==> src/rtl/bcd_pkg.sv <==
// bcd_pkg: shared states, constants and digit check for the BCD-to-binary converter
package bcd_pkg;
  typedef enum logic [1:0] {IDLE, CONV, DONE} state_t;
  localparam int BCD_DIGITS = 4;
  localparam int SHIFTS = 16;
  localparam int ADJ_THRESH = 8;
  localparam int ADJ_SUB = 3;
  localparam int BCD_MAX = 9;
  function automatic logic any_bad_digit(input logic [4*BCD_DIGITS-1:0] b);
    any_bad_digit = 1'b0;
    for (int k = 0; k < BCD_DIGITS; k++)
      if (b[4*k +: 4] > 4'(BCD_MAX)) any_bad_digit = 1'b1;
  endfunction
endpackage

==> src/rtl/bcd_digit_adjust.sv <==
// bcd_digit_adjust: subtract 3 from a BCD digit that reached 8 or more after a right shift
module bcd_digit_adjust
  import bcd_pkg::*;
(
  input  logic [3:0] d,
  output logic [3:0] q
);
  assign q = (d >= 4'(ADJ_THRESH)) ? d - 4'(ADJ_SUB) : d;
endmodule

==> src/rtl/bcd_to_bin_seq.sv <==
// bcd_to_bin_seq: 4-digit BCD to binary via reverse double-dabble, one bit per clock
module bcd_to_bin_seq
  import bcd_pkg::*;
#(
  parameter int BIN_W = 16,
  parameter bit CHECK_DIGITS = 1'b1
) (
  input  logic             clk,
  input  logic             reset,
  input  logic             start,
  input  logic [3:0]       ones,
  input  logic [3:0]       tens,
  input  logic [3:0]       hundreds,
  input  logic [3:0]       thousands,
  output logic [BIN_W-1:0] y,
  output logic             busy,
  output logic             done,
  output logic             err
);
  if (BIN_W != 4 * BCD_DIGITS) begin : g_bad_width
    $error("bcd_to_bin_seq: BIN_W must equal 4 x BCD_DIGITS (16)");
  end
  state_t state, state_n;
  logic [2*BIN_W-1:0] work, work_n, sh;
  logic [BIN_W-1:0] adj, bcd_in, y_n;
  logic [4:0] cnt, cnt_n;
  logic err_n;
  assign bcd_in = {thousands, hundreds, tens, ones};
  assign sh = work >> 1;
  for (genvar i = 0; i < BCD_DIGITS; i++) begin : g_adj
    bcd_digit_adjust u_adj (.d(sh[BIN_W+4*i +: 4]), .q(adj[4*i +: 4]));
  end
  assign busy = state != IDLE;
  assign done = state == DONE;
  // state, work register, counter and registered outputs
  always_ff @(posedge clk or posedge reset) begin
    if (reset) begin
      state <= IDLE;
      work <= '0;
      cnt <= '0;
      y <= '0;
      err <= 1'b0;
    end else begin
      state <= state_n;
      work <= work_n;
      cnt <= cnt_n;
      y <= y_n;
      err <= err_n;
    end
  end
  // capture on start, shift-and-adjust while converting, publish after the last shift
  always_comb begin
    state_n = state;
    work_n = work;
    cnt_n = cnt;
    y_n = y;
    err_n = err;
    case (state)
      IDLE: if (start) begin
        work_n = {bcd_in, {BIN_W{1'b0}}};
        cnt_n = 5'(SHIFTS);
        state_n = (CHECK_DIGITS && any_bad_digit(bcd_in)) ? DONE : CONV;
        err_n = CHECK_DIGITS && any_bad_digit(bcd_in);
      end
      CONV: begin
        work_n = {adj, sh[BIN_W-1:0]};
        cnt_n = cnt - 5'd1;
        if (cnt == 5'd1) begin
          y_n = sh[BIN_W-1:0];
          err_n = 1'b0;
          state_n = DONE;
        end
      end
      DONE: state_n = IDLE;
      default: state_n = IDLE;
    endcase
  end
endmodule

==> config.mk <==
export PLATFORM = sky130hd
export DESIGN_NAME = bcd_to_bin_seq
export DESIGN_NICKNAME = d
export VERILOG_FILES = /design/src/rtl/bcd_pkg.sv /design/src/rtl/bcd_digit_adjust.sv /design/src/rtl/bcd_to_bin_seq.sv
export SDC_FILE = /design/constraint.sdc
export NUM_CORES = 1
export LEC_CHECK = 0
export ABC_CLOCK_PERIOD_IN_PS = 3280
export BUFFER_PORTS_ARGS = -buffer_cell sky130_fd_sc_hd__buf_4
export CAP_MARGIN = 40
export CORE_MARGIN = 2
export CORE_UTILIZATION = 50
export DETAILED_ROUTE_END_ITERATION = 8
export GPL_TIMING_DRIVEN = 0
export PLACE_DENSITY = 0.71
export SLEW_MARGIN = 20
export SYNTH_ARGS = -nofsm -noshare
export SYNTH_HDL_FRONTEND = slang
export SYNTH_SLANG_ARGS = --single-unit
==> constraint.sdc <==
create_clock -name clk -period 3.28 [get_ports clk]
set_clock_uncertainty 0.1 [all_clocks]
set_input_delay 0 -clock clk [delete_from_list [all_inputs] [get_ports clk]]
set_output_delay 0 -clock clk [all_outputs]
set_load 0.05 [all_outputs]
# Word level (Yosys, flattened, before mapping)
# Cells that the tools add are included.
[classes]
magnitude_cmp = 8
n_reduce_logical = 7
n_addsub = 5
n_mux = 20
eq_ne = 5
[ops]
columns = ["op", "count"]
rows = [
  ["32-bit one-hot mux with 2 select lines", 1],
  ["32-bit 2-to-1 mux", 1],
  ["4-bit > comparator, second input constant", 4],
  ["4-bit 2-to-1 mux", 4],
  ["4-bit greater-or-equal comparator, second input constant", 3],
  ["4-bit by 2-bit subtractor with 4-bit output, second input constant", 3],
  ["5-bit one-hot mux with 2 select lines", 1],
  ["1-bit 2-to-1 mux", 7],
  ["2-bit 2-to-1 mux", 3],
  ["2-bit AND reduction", 3],
  ["5-bit by 1-bit equality test with 1-bit output, second input constant", 1],
  ["5-bit 2-to-1 mux", 1],
  ["5-bit by 1-bit subtractor with 5-bit output, second input constant", 1],
  ["3-bit by 4-bit greater-or-equal comparator with 1-bit output, second input constant", 1],
  ["2-bit inequality test, second input constant", 2],
  ["2-bit one-hot mux with 2 select lines", 1],
  ["2-bit nonzero test", 2],
  ["3-bit by 2-bit subtractor with 4-bit output, second input constant", 1],
  ["3-bit AND reduction", 1],
  ["2-bit by 1-bit equality test with 1-bit output, second input constant", 1],
  ["2-bit equality test, second input constant", 1],
  ["2-bit logical NOT", 1],
  ["1-bit one-hot mux with 2 select lines", 1],
]
[word_totals]
elab_cells = 50
out_inout_bits = 19
register_bits = 56
in_bits = 19

# Depth between registers and ports, before layout
# Gate-level depths: netlist (run 1).
[depth]
word_depth = 10
ltp_mapped = 6
mapped_depth_nobuf = 5

# Hierarchy
# From an unflattened synthesis (run 1), not the netlist that was laid out.
[hier_totals]
hier_cells = 228
area_unflattened_um2 = 2622.5
[modules_own_cells]
columns = ["mod", "seq_area_each_um2", "n_inst", "cells_per_inst", "area_each_um2"]
rows = [
  ["bcd_to_bin_seq", 1376.3, 1, 184, 2317.2],
  ["bcd_digit_adjust", 0.0, 4, 11, 76.3],
]

# Least setup slack after synthesis (run 1)
# Ideal clock, no wire load.
[synth_timing]
path_type = "register to register"
from = "register cnt[1]"
to = "register y[15]"
setup_time_ps = 125
path_stages_with_launch = 7
arrival_time_ps = 1396
t_required_ps = 3055
n_path_buf = 1
path_slack_ps = 1659
synth_period_minus_slack_ps = 1621
path_cell_list = "dfrtp_1 inv_1 ha_1 nor4b_4 nand2_4 buf_6 mux2_4"
[synth_between]
elab_chain_len = 2
[synth_rtl]
columns = ["item", "line_no", "source"]
rows = [
  ["start: declaration", "bcd_to_bin_seq.sv:26", "logic [4:0] cnt, cnt_n;"],
  ["start signal: assignment", "bcd_to_bin_seq.sv:46", "cnt <= cnt_n;"],
  ["5-bit by 1-bit equality test with 1-bit output", "bcd_to_bin_seq.sv:68", "if (cnt == 5'd1) begin"],
  ["2-bit AND reduction (no source line)", "--", ""],
  ["end signal: assignment", "bcd_to_bin_seq.sv:47", "y <= y_n;"],
  ["end: declaration", "bcd_to_bin_seq.sv:15", "output logic [BIN_W-1:0] y,"],
]
# Every way passes these cells.
# A chain may end at the register's enable or synchronous reset.

# Final worst setup path (run 1)
[layout_timing]
from = "register cnt[1]"
to = "register y[9]"
# Same word-level chain as after synthesis.

==> results.json, run 1 <==
{
  "clock_latency_ps": 310,
  "p_leak_nw": 1.59,
  "synth_top_cells_by_area": "sky130_fd_sc_hd__dfrtp_1 54%, sky130_fd_sc_hd__a22o_1 5.8%, sky130_fd_sc_hd__mux2_2 4.9%",
  "synthToLayoutAreaGrowth_pct": 24.4,
  "async_sr_flop_fraction_pct": 100,
  "grt_overall_usage_pct": 20.3,
  "number_of_global_route_vias_before_repair": 1685,
  "layout-drive-gt1-share_pct": 28.0,
  "totalWireLength_mm": 5.27,
  "clkSinkCount": 55,
  "insertedDiodeCount": 0,
  "synth_largest_type_area_fraction_pct": 54.0,
  "outcome": "finished clean",
  "initial_utilization_pct": 52.9,
  "worst_ir_drop_vdd_mv": 0.400,
  "syn_avg_cell_area_um2": 12.1,
  "fp.coreArea_um2": 4820,
  "nets": 298,
  "post_cts.resized_instances": 0,
  "dr.pass1.iters": 4,
  "h_tree_depth": 2,
  "finished_layout_cell_area_um2": 3170,
  "post-synth-top-area-cell": "sky130_fd_sc_hd__dfrtp_1",
  "hp-class": "input port to register",
  "tightestPinTransition_ps": 648,
  "number_of_buffers_added_by_the_clock_tree_synthesis_step": 5,
  "timing.final.hold_violations": 0,
  "library_cell_used_as_clock_root_buffer": "sky130_fd_sc_hd__clkbuf_8",
  "min_period_ps": 1750,
  "critical_path_data_required_time_ps": 3380,
  "cellPowerDensity_nw_per_um2": 681,
  "grt_antenna_before_repair": 0,
  "max_freq_ghz": 0.571,
  "die-area_um2": 5680,
  "grt_start_max_net_pins": 56,
  "synth_fp_nets": 237,
  "synth.lib_cells_used.distinct": 40,
  "synth_flop_cell": "sky130_fd_sc_hd__dfrtp_1",
  "num_io_pins": 38,
  "cp_cell_sequence": "inv_1, ha_1, nor4b_4, nand2_4, buf_6, mux2_4",
  "die_width_um": 75.4,
  "post-route-drc-count": 0,
  "finalSetupViolCount": 0,
  "worst_path_max_delay_cell": "sky130_fd_sc_hd__dfrtp_1",
  "grt_overflow_total": 0,
  "syn-instance-count": 210,
  "cp_launch_point": "cnt[1]",
  "routabilityCongestion": 0.780,
  "netlist_area_um2": 2550,
  "criticalPathCategory": "register to register",
  "post-synth-top-count-cell": "sky130_fd_sc_hd__dfrtp_1",
  "synth_commonest_cells": "55 x sky130_fd_sc_hd__dfrtp_1, 17 x sky130_fd_sc_hd__a22o_1, 13 x sky130_fd_sc_hd__nand2_1, 13 x sky130_fd_sc_hd__o21ai_0",
  "grt_first_pass_wirelength_mm": 8.50,
  "synth_edf_count": 0,
  "final_max_slew_viol_count": 0,
  "die_y_um": 75.4,
  "ys_seq_area_share_pct": 54.0,
  "number_of_buffers_and_inverters_on_the_critical_path": 2,
  "timing.critical_path.slowest_cell_delay_ps": 400,
  "critPathCaptureType": "register",
  "max-cap-violations": 0,
  "number_of_post_cts_setup_repair_buffers": 0,
  "rsz0062_at_grt": "false",
  "hold_path_startpoint": "start",
  "ys_seq_elements": 55,
  "yosys_warnings": 0,
  "drt.antenna.violating_nets": 0,
  "fp-row-count": 25,
  "crit_family": "simple AND/OR/NAND/NOR gates",
  "maximum_fanout_along_the_worst_path": 10,
  "hold_ws_ps": 47.7,
  "average_wire_per_standard_cell_um": 15.6,
  "holdBufCountCts": 17,
  "cts_max_path_buffers": 2,
  "cts.reportedPaths.clkPinSlew_ps": 100,
  "critical_path_arrival_ps": 1850,
  "fin_crit_share_pct": 53.4,
  "totalNegativeSetupSlack_ps": 0,
  "setup.worst_path.start_class": "register",
  "vias": 1831,
  "max_slew_margin_pct": 56.8,
  "rr_startpoint": "cnt[1]",
  "placedInstanceArea_um2": 2910,
  "initialDrtViolationCount": 121,
  "viasPerCell": 5.42,
  "hpwlAfterDp_mm": 3.50,
  "tritoncts_clock_tree": "done",
  "port-buffer-count": 37
}
==> worst register-to-register path, stage by stage, from the launching register on <==
cell and delay, ps:
sky130_fd_sc_hd__dfrtp_1 400, sky130_fd_sc_hd__inv_1 100, sky130_fd_sc_hd__ha_1 140, sky130_fd_sc_hd__nor4b_4 270
sky130_fd_sc_hd__nand2_4 150, sky130_fd_sc_hd__buf_6 190, sky130_fd_sc_hd__mux2_4 300
==> final timing paths <==
check	depth (start not counted)	end	slack, ps
max in group asynchronous	3	cnt[4]	2410
max reg2reg	6	y[9]	1530
min in group asynchronous	3	y[15]	230
max	6	y[9]	1530
min reg2reg	2	work[29]	400
min	3	err	50
==> cells in the final DEF (no fill, tap or decap), types with 3 or more instances in the layout <==
| cell | netlist | layout |
|---|---|---|
| sky130_fd_sc_hd__a21o_1 | 3 | 3 |
| sky130_fd_sc_hd__a22oi_1 | 9 | 9 |
| sky130_fd_sc_hd__buf_2 | 4 | 4 |
| sky130_fd_sc_hd__inv_1 | 11 | 10 |
| sky130_fd_sc_hd__nor2_1 | 5 | 5 |
| sky130_fd_sc_hd__o211ai_1 | 3 | 3 |
| sky130_fd_sc_hd__a32oi_1 | 3 | 3 |
| sky130_fd_sc_hd__nor2b_1 | 5 | 5 |
| sky130_fd_sc_hd__o21ai_0 | 13 | 13 |
| sky130_fd_sc_hd__o22ai_1 | 5 | 5 |
| sky130_fd_sc_hd__clkbuf_1 | 4 | 4 |
| sky130_fd_sc_hd__mux2_4 | 8 | 8 |
| sky130_fd_sc_hd__mux2_2 | 11 | 11 |
| sky130_fd_sc_hd__a21oi_1 | 4 | 4 |
| sky130_fd_sc_hd__xnor2_1 | 3 | 3 |
| sky130_fd_sc_hd__xor2_1 | 3 | 3 |
| sky130_fd_sc_hd__a22o_1 | 17 | 17 |
| sky130_fd_sc_hd__dfrtp_1 | 55 | 55 |
| sky130_fd_sc_hd__buf_4 | 2 | 39 |
| sky130_fd_sc_hd__nand2_1 | 13 | 13 |
| sky130_fd_sc_hd__o31ai_1 | 3 | 3 |
| sky130_fd_sc_hd__clkbuf_8 | 0 | 6 |
| sky130_fd_sc_hd__ha_1 | 8 | 8 |
| sky130_fd_sc_hd__dlygate4sd3_1 | 0 | 17 |
==> flip-flops by register name, indices dropped and copies added (netlist names) <==
signal	flops
y	16
work	31
err	1
cnt	5
state	2
==> power by group <==
| part | internal [W] | switching [W] | total, W |
|---|---|---|---|
| logic | 0.000351 | 0.000443 | 0.000794 |
| registers | 0.000826 | 0.000160 | 0.000985 |
| clock network | 0.000166 | 0.000212 | 0.000378 |
| total | 0.00134 | 0.000815 | 0.00216 |
==> layout make-up <==
cell class / instances / area [um2]
buffer: 12 / 66.3
clock buffer: 6 / 82.6
clock inverter: 1 / 5.00
fill: 390 / 1650
inverter: 12 / 47.5
multi-input combinational: 131 / 1060
sequential: 55 / 1380
tap: 67 / 83.8
timing repair buffer: 54 / 448
==> cell families after synthesis <==
logic type	Yosys count	share of synthesized area (%)
compound gates	64	18.2
flops	55	54.0
xor+xnor	6	2.06
simple gates	33	7.47
buf+inv	24	4.37
fa+ha+maj	8	3.93
mux	20	9.97
==> metal layers <==
metal  routed length [um]  global-route usage, %
met4                   63                   7.02
met3                  196                   3.84
met1                 2610                   30.8
met2                 2400                   29.4
met5                    0                      0
==> stage by stage <==
step / std cells / util (%) / power, W / setup WS, ps
6_report: 338 / 65.8 / 0.00216 / 1530
3_3_place_gp: 314 / 60.4 / 0.00174 / 1160
5_1_grt: 338 / 65.8 / 0.00230 / 1370
3_5_place_dp: 314 / 60.4 / 0.00177 / 1520
2_1_floorplan: 210 / - / 0.00155 / 1660
4_1_cts: 338 / 65.8 / 0.00216 / 1510
No activity file was read; power rests on OpenSTA's default activity.
==> inputs of run 2 (changes only) <==
- ABC_CLOCK_PERIOD_IN_PS: 3280 -> 1500
- PLACE_DENSITY: 0.71 -> 0.74
- clock period: 3.28 -> 1.5 ns (I/O delays scaled with it)
==> run 2 against run 1 <==
Compared with the run above: count of clock-buffer cells in the layout stayed put; largest cell class unchanged; combinational power grew to 2.7 times the previous value; non-clock buffer count is 14 higher; first-iteration DRC count is 33% lower; die area stayed put; hold slack better by 9.5 ps; sequential power is 120% higher; the run now ends with negative setup slack left; final cell count is 4.4% higher; worst setup slack worse by 1700 ps.
==> results.json, run 2 (synthesis results as in run 1) <==
{
  "regArea_um2": 1380,
  "hpwlAfterDp_mm": 3.46,
  "post-route-drc-count": 0,
  "timing.final.ws_setup_ps": -206,
  "tightestPinTransition_ps": 675,
  "min_period_ps": 1710,
  "library_cell_used_as_clock_root_buffer": "sky130_fd_sc_hd__clkbuf_8",
  "critPathCaptureType": "register",
  "h_tree_depth": 2,
  "violations": "negative setup slack",
  "totalWireLength_mm": 5.72,
  "number_of_buffers_and_inverters_on_the_critical_path": 2,
  "cts.reportedPaths.clkPinSlew_ps": 100,
  "layout.cells.most_common": "sky130_fd_sc_hd__dfrtp_1",
  "routabilityCongestion": 0.837,
  "grt_overflow_total": 0,
  "cp_cell_sequence": "inv_2, ha_4, nor4b_4, nand2_4, buf_8, mux2_4",
  "cellPowerDensity_nw_per_um2": 1560,
  "reg_top3": "work (31), y (16), cnt (5)",
  "multiInputGateArea_um2": 1110,
  "average_wire_per_standard_cell_um": 16.2,
  "drt.antenna.violating_nets": 0,
  "dpl.cell_count": 314,
  "rsz0062_at_grt": "true",
  "ff2ff_path_depth": 6,
  "max_freq_ghz": 0.586,
  "p_leak_nw": 1.69,
  "crit_family": "simple AND/OR/NAND/NOR gates",
  "port-buffer-count": 37,
  "initial_utilization_pct": 52.9,
  "clkSinkCount": 55,
  "worstSetupPathDepth": 6,
  "filler_cell_count": 369,
  "insertedDiodeCount": 0,
  "grt_start_max_net_pins": 56,
  "initialDrtViolationCount": 81,
  "maximum_fanout_along_the_worst_path": 10,
  "criticalPathCategory": "register to register",
  "fin_crit_share_pct": 114,
  "layout-drive-gt1-share_pct": 36.7,
  "synthToLayoutAreaGrowth_pct": 33.4,
  "grt_first_pass_wirelength_mm": 8.94,
  "mostFrequentLayoutCells": "54 x sky130_fd_sc_hd__dfrtp_1, 53 x sky130_fd_sc_hd__buf_4, 17 x sky130_fd_sc_hd__a22o_1, 17 x sky130_fd_sc_hd__dlygate4sd3_1, 12 x sky130_fd_sc_hd__nand2_1",
  "top_register": "work",
  "viasPerCell": 5.50,
  "vias": 1941,
  "final_max_slew_viol_count": 0,
  "outcome": "finished with violations",
  "number_of_buffers_added_by_the_clock_tree_synthesis_step": 5,
  "fp.coreArea_um2": 4820,
  "timing.critical_path.slowest_cell_delay_ps": 400,
  "clock_latency_ps": 310,
  "die-area_um2": 5680,
  "largest_register_ff_count": 31,
  "finalSetupViolCount": 19,
  "nets": 312,
  "tritoncts_clock_tree": "done",
  "max-cap-violations": 0,
  "die_y_um": 75.4,
  "dr.pass1.iters": 4,
  "finalCoreUtilization_pct": 70.6,
  "number_of_global_route_vias_before_repair": 1867,
  "timing.final.hold_violations": 0,
  "hp-class": "input port to register",
  "critical_path_arrival_ps": 1810,
  "num_io_pins": 38,
  "worst_path_max_delay_cell": "sky130_fd_sc_hd__dfrtp_1",
  "die_width_um": 75.4,
  "max_slew_margin_pct": 55.0,
  "layoutNonFillerInstCount": 353,
  "setup.worst_path.start_class": "register",
  "critical_path_data_required_time_ps": 1600,
  "cts_max_path_buffers": 2,
  "grt_overall_usage_pct": 21.1,
  "worst_ir_drop_vdd_mv": 0.764,
  "grt_antenna_before_repair": 0,
  "min_path_cells": 3,
  "fp-row-count": 25
}
## run 2: cell types whose count changed in the layout (fill, tap and decap cells not counted), sizes merged
cell	previous run	this run
bufinv	0	1
buf	44	62
inv	11	12
clkbuf	11	7
clkinvlp	0	1
clkinv	2	0
## run 2: routing by layer
metal	vias up	global-route usage, %	part of all wire [%]
met5	-	0	0
met4	0	6.43	1.1
met3	8	3.17	4.4
met2	62	33.8	49
met1	961	29.9	46
li1	910	-	-
## run 2: metrics by stage
step                setup slack [ps]  power, W  hold slack [ps]  setup TNS [ps]  cell area (um2)
floorplan                       -104   0.00342             33.4            -860             2560
global placement                -633   0.00382              139          -39980             2930
detailed placement              -295   0.00389             52.2           -6230             2930
CTS                             -165   0.00510             25.8           -2580             3300
global route                    -250   0.00560             55.9           -4080             3400
finish                          -206   0.00531             57.1           -3250             3400
## run 2: path summary, 6_finish.rpt
| path | startpoint | end | slack (ps) |
|---|---|---|---|
| worst min-delay path | start | err | 60 |
| worst min register to register | work[1] | work[1] | 410 |
| max in group asynchronous | reset | state[1] | 570 |
| min in group asynchronous | reset | y[3] | 240 |
| worst max register to register | cnt[1] | y[15] | -210 |
| worst max-delay path | cnt[1] | y[15] | -210 |
## run 2: cell type report
type | instances | share of cell area, %
Clock buffer | 6 | 2.13
Tap cell | 67 | 2.47
Inverter | 12 | 1.51
Clock inverter | 2 | 1.14
Buffer | 10 | 2.72
Timing Repair Buffer | 70 | 16.9
Multi-Input combinational cell | 131 | 32.6
Sequential cell | 55 | 40.5
## run 2: worst register-to-register path: cells and delay by family, from the launching register on
family | cells | cell delay (ps)
muxes | 1 | 290
adders and majority gates | 1 | 110
and+or+nand+nor | 2 | 430
buffers and inverters | 2 | 250
DFF | 1 | 400
## run 2: repair_timing
item | 4_1_cts | 5_1_grt
hold endpoints to repair | 71 | 0
hold buffers | 17 | 0
buffers inserted | 10 | 6
pin swaps | 1 | 4
setup endpoints to repair | 46 | 39
gates resized for setup | 8 | 26
## run 2: where the power goes
group	switching (W)	total [W]	internal (W)	leakage, nW
Clock	0.000497	0.00100	0.000505	0.0558
Combinational	0.00114	0.00217	0.00103	0.903
Sequential	0.000325	0.00213	0.00181	0.730
